==> src/rtl/jtag_dr_pkg.sv <==
// Shared command codes, status bit positions and FSM state type for the
// JTAG user-DR mailbox.
package jtag_dr_pkg;

  localparam logic [2:0] CMD_NOP      = 3'd0;
  localparam logic [2:0] CMD_WRITE    = 3'd1;
  localparam logic [2:0] CMD_READ_ACK = 3'd2;
  localparam logic [2:0] CMD_CLR_OVR  = 3'd3;

  localparam logic [1:0] STAT_TX_FULL  = 2'd0;
  localparam logic [1:0] STAT_RX_VALID = 2'd1;
  localparam logic [1:0] STAT_OVR      = 2'd2;

  typedef enum logic [1:0] {
    ST_IDLE,
    ST_CAPT,
    ST_SHIFT,
    ST_UPD
  } dr_state_e;

endpackage

==> src/rtl/jtag_sync_edge.sv <==
// Multi-flop synchronizer for one TAP signal with a one-clk pulse on each
// rising edge of the synchronized copy.
module jtag_sync_edge #(
  parameter int SYNC_STAGES = 2
) (
  input  logic clk_i,
  input  logic rst_n_i,
  input  logic d_i,
  output logic rise_o
);

  logic [SYNC_STAGES-1:0] sync_q, sync_d;
  logic                   prev_q, prev_d;

  always_comb begin
    sync_d = {sync_q[SYNC_STAGES-2:0], d_i};
    prev_d = sync_q[SYNC_STAGES-1];
  end

  always_ff @(posedge clk_i) begin
    if (!rst_n_i) begin
      sync_q <= '0;
      prev_q <= 1'b0;
    end else begin
      sync_q <= sync_d;
      prev_q <= prev_d;
    end
  end

  assign rise_o = sync_q[SYNC_STAGES-1] & ~prev_q;

endmodule

==> src/rtl/jtag_dr_ctrl.sv <==
// User JTAG data-register sequencer: oversamples the TAP strobes on the system
// clock and exposes host scans as a byte-wide rx/tx mailbox.
module jtag_dr_ctrl
  import jtag_dr_pkg::*;
#(
  parameter int SYNC_STAGES = 2,
  parameter int DATA_W      = 8,
  parameter int CMD_W       = 3
) (
  input  logic              clk_sys_i,
  input  logic              rst_n_i,
  input  logic              jtag_tck_i,
  input  logic              jtag_tdi_i,
  output logic              jtag_tdo_o,
  input  logic              jtag_capture_i,
  input  logic              jtag_shift_i,
  input  logic              jtag_update_i,
  input  logic              jtag_reset_i,
  output logic [DATA_W-1:0] rx_data_o,
  output logic              rx_valid_o,
  input  logic              rx_ready_i,
  input  logic [DATA_W-1:0] tx_data_i,
  input  logic              tx_valid_i,
  output logic              tx_ready_o,
  output logic              overrun_o
);

  localparam int DR_W = DATA_W + CMD_W;

  logic tck_rise, capt_rise, upd_rise;

  jtag_sync_edge #(.SYNC_STAGES(SYNC_STAGES)) u_sync_tck (
    .clk_i  (clk_sys_i),
    .rst_n_i(rst_n_i),
    .d_i    (jtag_tck_i),
    .rise_o (tck_rise)
  );

  jtag_sync_edge #(.SYNC_STAGES(SYNC_STAGES)) u_sync_capture (
    .clk_i  (clk_sys_i),
    .rst_n_i(rst_n_i),
    .d_i    (jtag_capture_i),
    .rise_o (capt_rise)
  );

  jtag_sync_edge #(.SYNC_STAGES(SYNC_STAGES)) u_sync_update (
    .clk_i  (clk_sys_i),
    .rst_n_i(rst_n_i),
    .d_i    (jtag_update_i),
    .rise_o (upd_rise)
  );

  // Level-only synchronizers, same depth as tck so tdi lines up with tck_rise.
  logic [SYNC_STAGES-1:0][2:0] lvl_sync_q, lvl_sync_d;
  logic                        tdi_s, shift_s, jtag_rst_s;

  always_comb begin
    lvl_sync_d = {lvl_sync_q[SYNC_STAGES-2:0], {jtag_reset_i, jtag_shift_i, jtag_tdi_i}};
  end

  always_ff @(posedge clk_sys_i) begin
    if (!rst_n_i) begin
      lvl_sync_q <= '0;
    end else begin
      lvl_sync_q <= lvl_sync_d;
    end
  end

  assign tdi_s      = lvl_sync_q[SYNC_STAGES-1][0];
  assign shift_s    = lvl_sync_q[SYNC_STAGES-1][1];
  assign jtag_rst_s = lvl_sync_q[SYNC_STAGES-1][2];

  dr_state_e         state_q, state_d;
  logic [DR_W-1:0]   sr_q, sr_d;
  logic              tdo_q, tdo_d;
  logic [DATA_W-1:0] rx_data_q, rx_data_d;
  logic              rx_valid_q, rx_valid_d;
  logic [DATA_W-1:0] tx_buf_q, tx_buf_d;
  logic              tx_full_q, tx_full_d;
  logic              overrun_q, overrun_d;
  logic [CMD_W-1:0]  status;

  always_comb begin
    state_d    = state_q;
    sr_d       = sr_q;
    tdo_d      = sr_q[0];
    rx_data_d  = rx_data_q;
    rx_valid_d = rx_valid_q;
    tx_buf_d   = tx_buf_q;
    tx_full_d  = tx_full_q;
    overrun_d  = overrun_q;

    status                = '0;
    status[STAT_TX_FULL]  = tx_full_q;
    status[STAT_RX_VALID] = rx_valid_q;
    status[STAT_OVR]      = overrun_q;

    if (rx_valid_q && rx_ready_i) begin
      rx_valid_d = 1'b0;
    end
    if (tx_valid_i && !tx_full_q) begin
      tx_buf_d  = tx_data_i;
      tx_full_d = 1'b1;
    end

    if ((state_q == ST_CAPT || state_q == ST_SHIFT) && shift_s && tck_rise) begin
      sr_d = {tdi_s, sr_q[DR_W-1:1]};
    end

    unique case (state_q)
      ST_IDLE:  state_d = ST_IDLE;
      ST_CAPT:  state_d = ST_SHIFT;
      ST_SHIFT: if (upd_rise) state_d = ST_UPD;
      ST_UPD: begin
        state_d = ST_IDLE;
        case (sr_q[CMD_W-1:0])
          CMD_NOP: ;
          CMD_WRITE: begin
            // A byte consumed in this same cycle frees the slot for the write.
            if (!rx_valid_q || rx_ready_i) begin
              rx_data_d  = sr_q[DR_W-1:CMD_W];
              rx_valid_d = 1'b1;
            end else begin
              overrun_d = 1'b1;
            end
          end
          CMD_READ_ACK: tx_full_d = 1'b0;
          CMD_CLR_OVR:  overrun_d = 1'b0;
          default: ;
        endcase
      end
      default: state_d = ST_IDLE;
    endcase

    // A fresh capture always wins and discards any scan in progress.
    if (capt_rise) begin
      state_d = ST_CAPT;
      sr_d    = {tx_buf_q, status};
    end
  end

  always_ff @(posedge clk_sys_i) begin
    if (!rst_n_i || jtag_rst_s) begin
      state_q    <= ST_IDLE;
      sr_q       <= '0;
      tdo_q      <= 1'b0;
      rx_data_q  <= '0;
      rx_valid_q <= 1'b0;
      tx_full_q  <= 1'b0;
      overrun_q  <= 1'b0;
    end else begin
      state_q    <= state_d;
      sr_q       <= sr_d;
      tdo_q      <= tdo_d;
      rx_data_q  <= rx_data_d;
      rx_valid_q <= rx_valid_d;
      tx_full_q  <= tx_full_d;
      overrun_q  <= overrun_d;
    end
  end

  // Holding register content is only meaningful while tx_full_q is set.
  always_ff @(posedge clk_sys_i) begin
    tx_buf_q <= tx_buf_d;
  end

  assign jtag_tdo_o = tdo_q;
  assign rx_data_o  = rx_data_q;
  assign rx_valid_o = rx_valid_q;
  assign tx_ready_o = ~tx_full_q;
  assign overrun_o  = overrun_q;

endmodule

==> config.mk <==
export PLATFORM = sky130hd
export DESIGN_NAME = jtag_dr_ctrl
export DESIGN_NICKNAME = d
export VERILOG_FILES = /design/src/rtl/jtag_dr_pkg.sv /design/src/rtl/jtag_sync_edge.sv /design/src/rtl/jtag_dr_ctrl.sv
export SDC_FILE = /design/constraint.sdc
export NUM_CORES = 1
export LEC_CHECK = 0
export BUFFER_PORTS_ARGS = -buffer_cell sky130_fd_sc_hd__buf_2
export CORE_ASPECT_RATIO = 0.6
export CORE_MARGIN = 4
export CORE_UTILIZATION = 33
export DETAILED_ROUTE_END_ITERATION = 12
export PLACE_DENSITY = 0.59
export SKIP_LAST_GASP = 1
export SLEW_MARGIN = 20
export SYNTH_ARGS = -nofsm -noshare
export SYNTH_HDL_FRONTEND = slang
export SYNTH_HIERARCHICAL = 1
export SYNTH_SLANG_ARGS = --single-unit
==> constraint.sdc <==
create_clock -name clk_sys_i -period 4 [get_ports clk_sys_i]
set_input_delay 0.6 -clock clk_sys_i [delete_from_list [all_inputs] [get_ports clk_sys_i]]
set_output_delay 0.6 -clock clk_sys_i [all_outputs]
set_load 0.02 [all_outputs]
# After elaboration in Yosys (flattened, before gate mapping)
# Index checks and enable logic that the tools add are counted.
[word_totals]
reg_bits = 48
wordCells = 64
out_inout_bits = 12
in_bits = 18
[op_classes]
n_eq_ne = 9
bitwise_logic = 7
n_reduce_logical = 17
muxes = 14
[ops]
columns = ["cell", "count"]
rows = [
  ["2-to-1 mux 11 bit", 2],
  ["2-to-1 mux 1 bit", 9],
  ["== test 3 x 2 -> 1 bit, second input constant", 2],
  ["case mux 2 bit (3 select lines)", 1],
  ["AND reduction 3 bit", 2],
  ["== test 2 bit, second input constant", 2],
  ["logical AND 1 bit", 4],
  ["NOT 1 bit", 4],
  ["nonzero test 2 bit", 2],
  ["OR reduction 2 bit", 2],
  ["AND 1 bit", 3],
  ["== test 3 x 1 -> 1 bit, second input constant", 1],
  ["zero test 1 bit", 3],
  ["logical OR 1 bit", 3],
  ["!= test 3 x 2 -> 1 bit, second input constant", 1],
  ["== test 2 x 1 -> 1 bit, second input constant", 1],
  ["zero test 2 bit", 1],
  ["2-to-1 mux 2 bit", 1],
  ["!= test 2 x 1 -> 1 bit, second input constant", 1],
  ["!= test 2 bit, second input constant", 1],
  ["case mux 1 bit (2 select lines)", 1],
]

# Longest topological paths before layout
[depth]
depth_word = 6
mapped_depth = 6
mapped_depth_nobuf = 5

# Cells and area by module
# Netlist, hierarchy kept.
[by_module_without_submodules]
columns = ["module", "area_per_inst_um2", "cells_each", "instances"]
rows = [
  ["jtag_dr_ctrl", 1626.6, 154, 1],
  ["jtag_sync_edge", 92.6, 7, 3],
]

# Least setup slack after synthesis
# Ideal clock, no wire load.
[synth_timing]
path_type = "reg2reg"
startpoint = "reg state_q[0]"
endpoint = "reg sr_q[1]"
arrival_ns = 1.321
setup_slack_ns = 2.591
path_stages_with_launch = 7
path_cell_list = "dfxtp_1 > inv_1 > ha_1 > and3b_1 > buf_4 > nor3_1 > nor4_2"
[synth_between]
elab_chain_len = 5
elab_cells_between_ends = 6
classes_between = "eq/ne (2); reduce/logical (4)"
[synth_rtl]
columns = ["element", "line", "text"]
rows = [
  ["start: declaration", "jtag_dr_ctrl.sv:73", "dr_state_e state_q, state_d;"],
  ["start signal: assignment", "jtag_dr_ctrl.sv:152", "state_q <= state_d;"],
  ["== test 2 x 1 -> 1 bit or == test 2 bit (tied branches)", "jtag_dr_ctrl.sv:106", "if ((state_q == ST_CAPT || state_q == ST_SHIFT) && shift_s && tck_rise) begin"],
  ["logical OR 1 bit (*)", "jtag_dr_ctrl.sv:106", ""],
  ["logical AND 1 bit (*) (2 in a row)", "jtag_dr_ctrl.sv:106", ""],
  ["nonzero test 2 bit (no line) (*)", "-", ""],
  ["end signal: assignment", "jtag_dr_ctrl.sv:153", "sr_q <= sr_d;"],
  ["end: declaration", "jtag_dr_ctrl.sv:74", "logic [DR_W-1:0] sr_q, sr_d;"],
]
# Every way passes the cells marked *; elsewhere a longest branch is shown, timed or not.
# A chain may end at the register's enable or synchronous reset.

# Worst setup path in the final report
[layout_timing]
startpoint = "reg state_q[0]"
endpoint = "reg sr_q[3]"
# The elaborated chain is that of the path after synthesis.

==> results.json <==
{
  "drt-initial-drc-count": 51,
  "cpMaxStageDelayCell": "and3b_1",
  "post-cts-setup-buffers": 0,
  "dieArea_sq_um": 7090,
  "wl_mm": 3.64,
  "drive_above_1_share_pct": 27.0,
  "placedInstanceArea_sq_um": 2090,
  "path_cells": "inv_1 -> ha_1 -> and3b_1 -> nor3_1 -> nor4_2",
  "avgSynthCellArea_sq_um": 10.9,
  "fin_skew_ns": 0.0105,
  "hold_buffers": 0,
  "p_per_area_nw_per_um2": 444,
  "grt-ovfl-total": 0,
  "place_congestion": 0.705,
  "cpPeakStageDelay_ns": 0.48,
  "synth_top_area_share_pct": 42.0,
  "antenna_found_initial": 0,
  "port_buffers": 29,
  "synthAdderAreaFrac_pct": 1.97,
  "avgRoutedWirePerCell_um": 13.0,
  "grt_pass1_vias": 1162,
  "setup-violations-final": 0,
  "whs_endpoint": "u_sync_tck/sync_q[1]$_SDFF_PN0_",
  "grt_max_degree": 25,
  "hold_ws_ns": 0.432,
  "total_power_mw": 0.985,
  "synth_top_cells_by_area": "dfxtp_1 42%, edfxtp_1 13%, nor4_2 6.6%, nor3_1 6.0%, and2_1 4.9%",
  "synth_top_area_cell": "dfxtp_1",
  "routed_via_density": 4.60,
  "worst_pin_slew_ns": 0.689,
  "grt_util_met1_pct": 16.4,
  "syn_to_final_growth_pct": 16.6,
  "synth-simple-area-share_pct": 30.7,
  "worstPathRequired_ns": 4.21,
  "layout_setup_ws_ns": 2.29,
  "dp_worst_setup_slack_ns": 2.19,
  "ff2ff_path_depth": 5,
  "netlist_area_sq_um": 1900,
  "cp_max_fo": 11,
  "startpoint_type": "flip-flop",
  "leakage_nw": 0.843,
  "dr.pass1.iters": 4,
  "coreArea_sq_um": 5570,
  "met3_usage_pct": 3.78,
  "min_period_ns": 1.71,
  "grt_pass1_wl_mm": 5.87,
  "finalSetupTns_ns": 0,
  "peakVddDrop_mv": 0.136,
  "die_h_um": 66.8,
  "hold_violations": 0,
  "status": "complete, no violations",
  "yosysWarnings": 6,
  "dpl.cell_count": 272,
  "design_area_sq_um": 2220,
  "hold_depth": 1,
  "ant_nets": 0,
  "top_usage_layer": "met1",
  "final_cell_mix": "40 x dfxtp_1, 29 x buf_2, 23 x nor3_1, 15 x nor2_1, 15 x and2_1",
  "synth_nets": 196,
  "clkTransAtPathRegs_ns": 0.09,
  "clkLatencyLatePin_ns": 0.30,
  "ctsResizeCount": 0,
  "clockBufferDepth": 2,
  "grt_use_met2_pct": 13.8,
  "drv_slew": 0,
  "grt_usage_pct": 10.7,
  "synth_cell_types": 28,
  "arrival_ns": 1.92,
  "stdcell_count": 280,
  "antennaDiodeCount": 0,
  "period_share_pct": 42.8,
  "cts_tree": "built",
  "hp-class": "flip-flop to flip-flop",
  "numCtsBuffers": 5,
  "crit_path_end_kind": "flip-flop",
  "cts_htree_levels": 2,
  "layout_commonest_cell": "dfxtp_1",
  "synth_top_family_by_area": "simple AND/OR/NAND/NOR gates",
  "r2r_end": "sr_q[3]$_SDFFE_PP0P_",
  "cts_sinks": 48,
  "finalCoreUtilization_pct": 39.9,
  "die_w_um": 106,
  "muxShareOfSynthArea_pct": 0.526,
  "io_pins": 30,
  "maxCapViolations": 0,
  "ys_seq_area_share_pct": 54.7,
  "path_class": "flip-flop to flip-flop",
  "ys_ff_latch": 48,
  "rsz0062_at_grt": "false",
  "drc": 0,
  "start_util_pct": 34.2,
  "num-nets-final": 220,
  "clock.fmax_mhz": 584,
  "hold_start": "u_sync_tck/sync_q[0]$_SDFF_PN0_",
  "synth_compound_area_share_pct": 7.29,
  "synth_xor_area_share_pct": 0,
  "vias": 1288,
  "r2r_slack_ns": 2.29,
  "slew_headroom_pct": 54.0,
  "cts-root-buf": "clkbuf_8",
  "synth_cells": 175,
  "row_count": 21,
  "r2r-start": "state_q[0]$_SDFFE_PP0P_"
}
area by class of cell:
cell class	instances	area, sq um
fillers	575	3350
flip-flops and latches	48	1040
multi-input cells	110	772
repair buffers	30	160
well taps	80	100
clock buffers	6	93.8
clock inverters	2	38.8
inverters	4	15.0
report_power, final:
group	internal (mW)	total (mW)	switching [mW]	leakage [nW]
Clock	0.227	0.398	0.172	0.0669
Combinational	0.0294	0.0609	0.0314	0.373
Sequential	0.511	0.526	0.0147	0.403
Total	0.767	0.985	0.218	0.843
layer usage:
metal  vias up  routed length (um)
li1        671                   -
met1       585                2150
met2        27                1290
met3         5                 172
met4         0                  22
met5         -                   0
kinds of logic after synthesis:
| kind of cell | after synthesis |
|---|---|
| simple gates | 85 |
| flops | 48 |
| buf+inv | 17 |
| mux | 1 |
| compound gates | 21 |
| fa+ha+maj | 3 |
worst max-delay path: cells and delay by family, from the launching register on:
| kind | cells | cell delay [ns] |
|---|---|---|
| buffers and inverters | 1 | 0.07 |
| adders and majority gates | 1 | 0.32 |
| DFF | 1 | 0.37 |
| and+or+nand+nor | 3 | 0.86 |
how the worst max path moves through the flow:
stage | from | endpoint | slack, ns | depth (start not counted)
final | state_q[0]$_SDFFE_PP0P_ | sr_q[3]$_SDFFE_PP0P_ | 2.29 | 5
after global placement | rst_n_i | state_q[1]$_SDFFE_PP0P_ | 1.92 | 3
after global routing | state_q[0]$_SDFFE_PP0P_ | sr_q[3]$_SDFFE_PP0P_ | 2.14 | 5
after detailed placement | rst_n_i | state_q[1]$_SDFFE_PP0P_ | 2.19 | 4
after CTS | state_q[0]$_SDFFE_PP0P_ | sr_q[7]$_SDFFE_PP0P_ | 2.28 | 5
after floorplan | state_q[0]$_SDFFE_PP0P_ | sr_q[1]$_SDFFE_PP0P_ | 2.59 | 6
synthesized netlist by cell type (all sizes together):
| master | instances |
|---|---|
| dfxtp | 40 |
| nor3 | 23 |
| and2 | 15 |
| nor2 | 15 |
| nor4 | 11 |
| a21oi | 10 |
| buf | 8 |
| edfxtp | 8 |
| nand4b | 8 |
| o31ai | 8 |
| clkbuf | 5 |
| nor2b | 5 |
| inv | 4 |
| ha | 3 |
| nand2b | 3 |
| and3b | 2 |
| nand3b | 2 |
| a2111oi | 1 |
| a211oi | 1 |
| mux2i | 1 |
| nor4bb | 1 |
| o21a | 1 |
flip-flops by register name, summed over array words and instances (netlist names), 2 cells and up:
name and flops:
sr_q 11, rx_data_o 8, tx_buf_q 8, lvl_sync_d 3, lvl_sync_q 2, state_q 2, u_sync_capture/sync_q 2, u_sync_tck/sync_q 2
u_sync_update/sync_q 2
(Power assumes the default switching activity.)
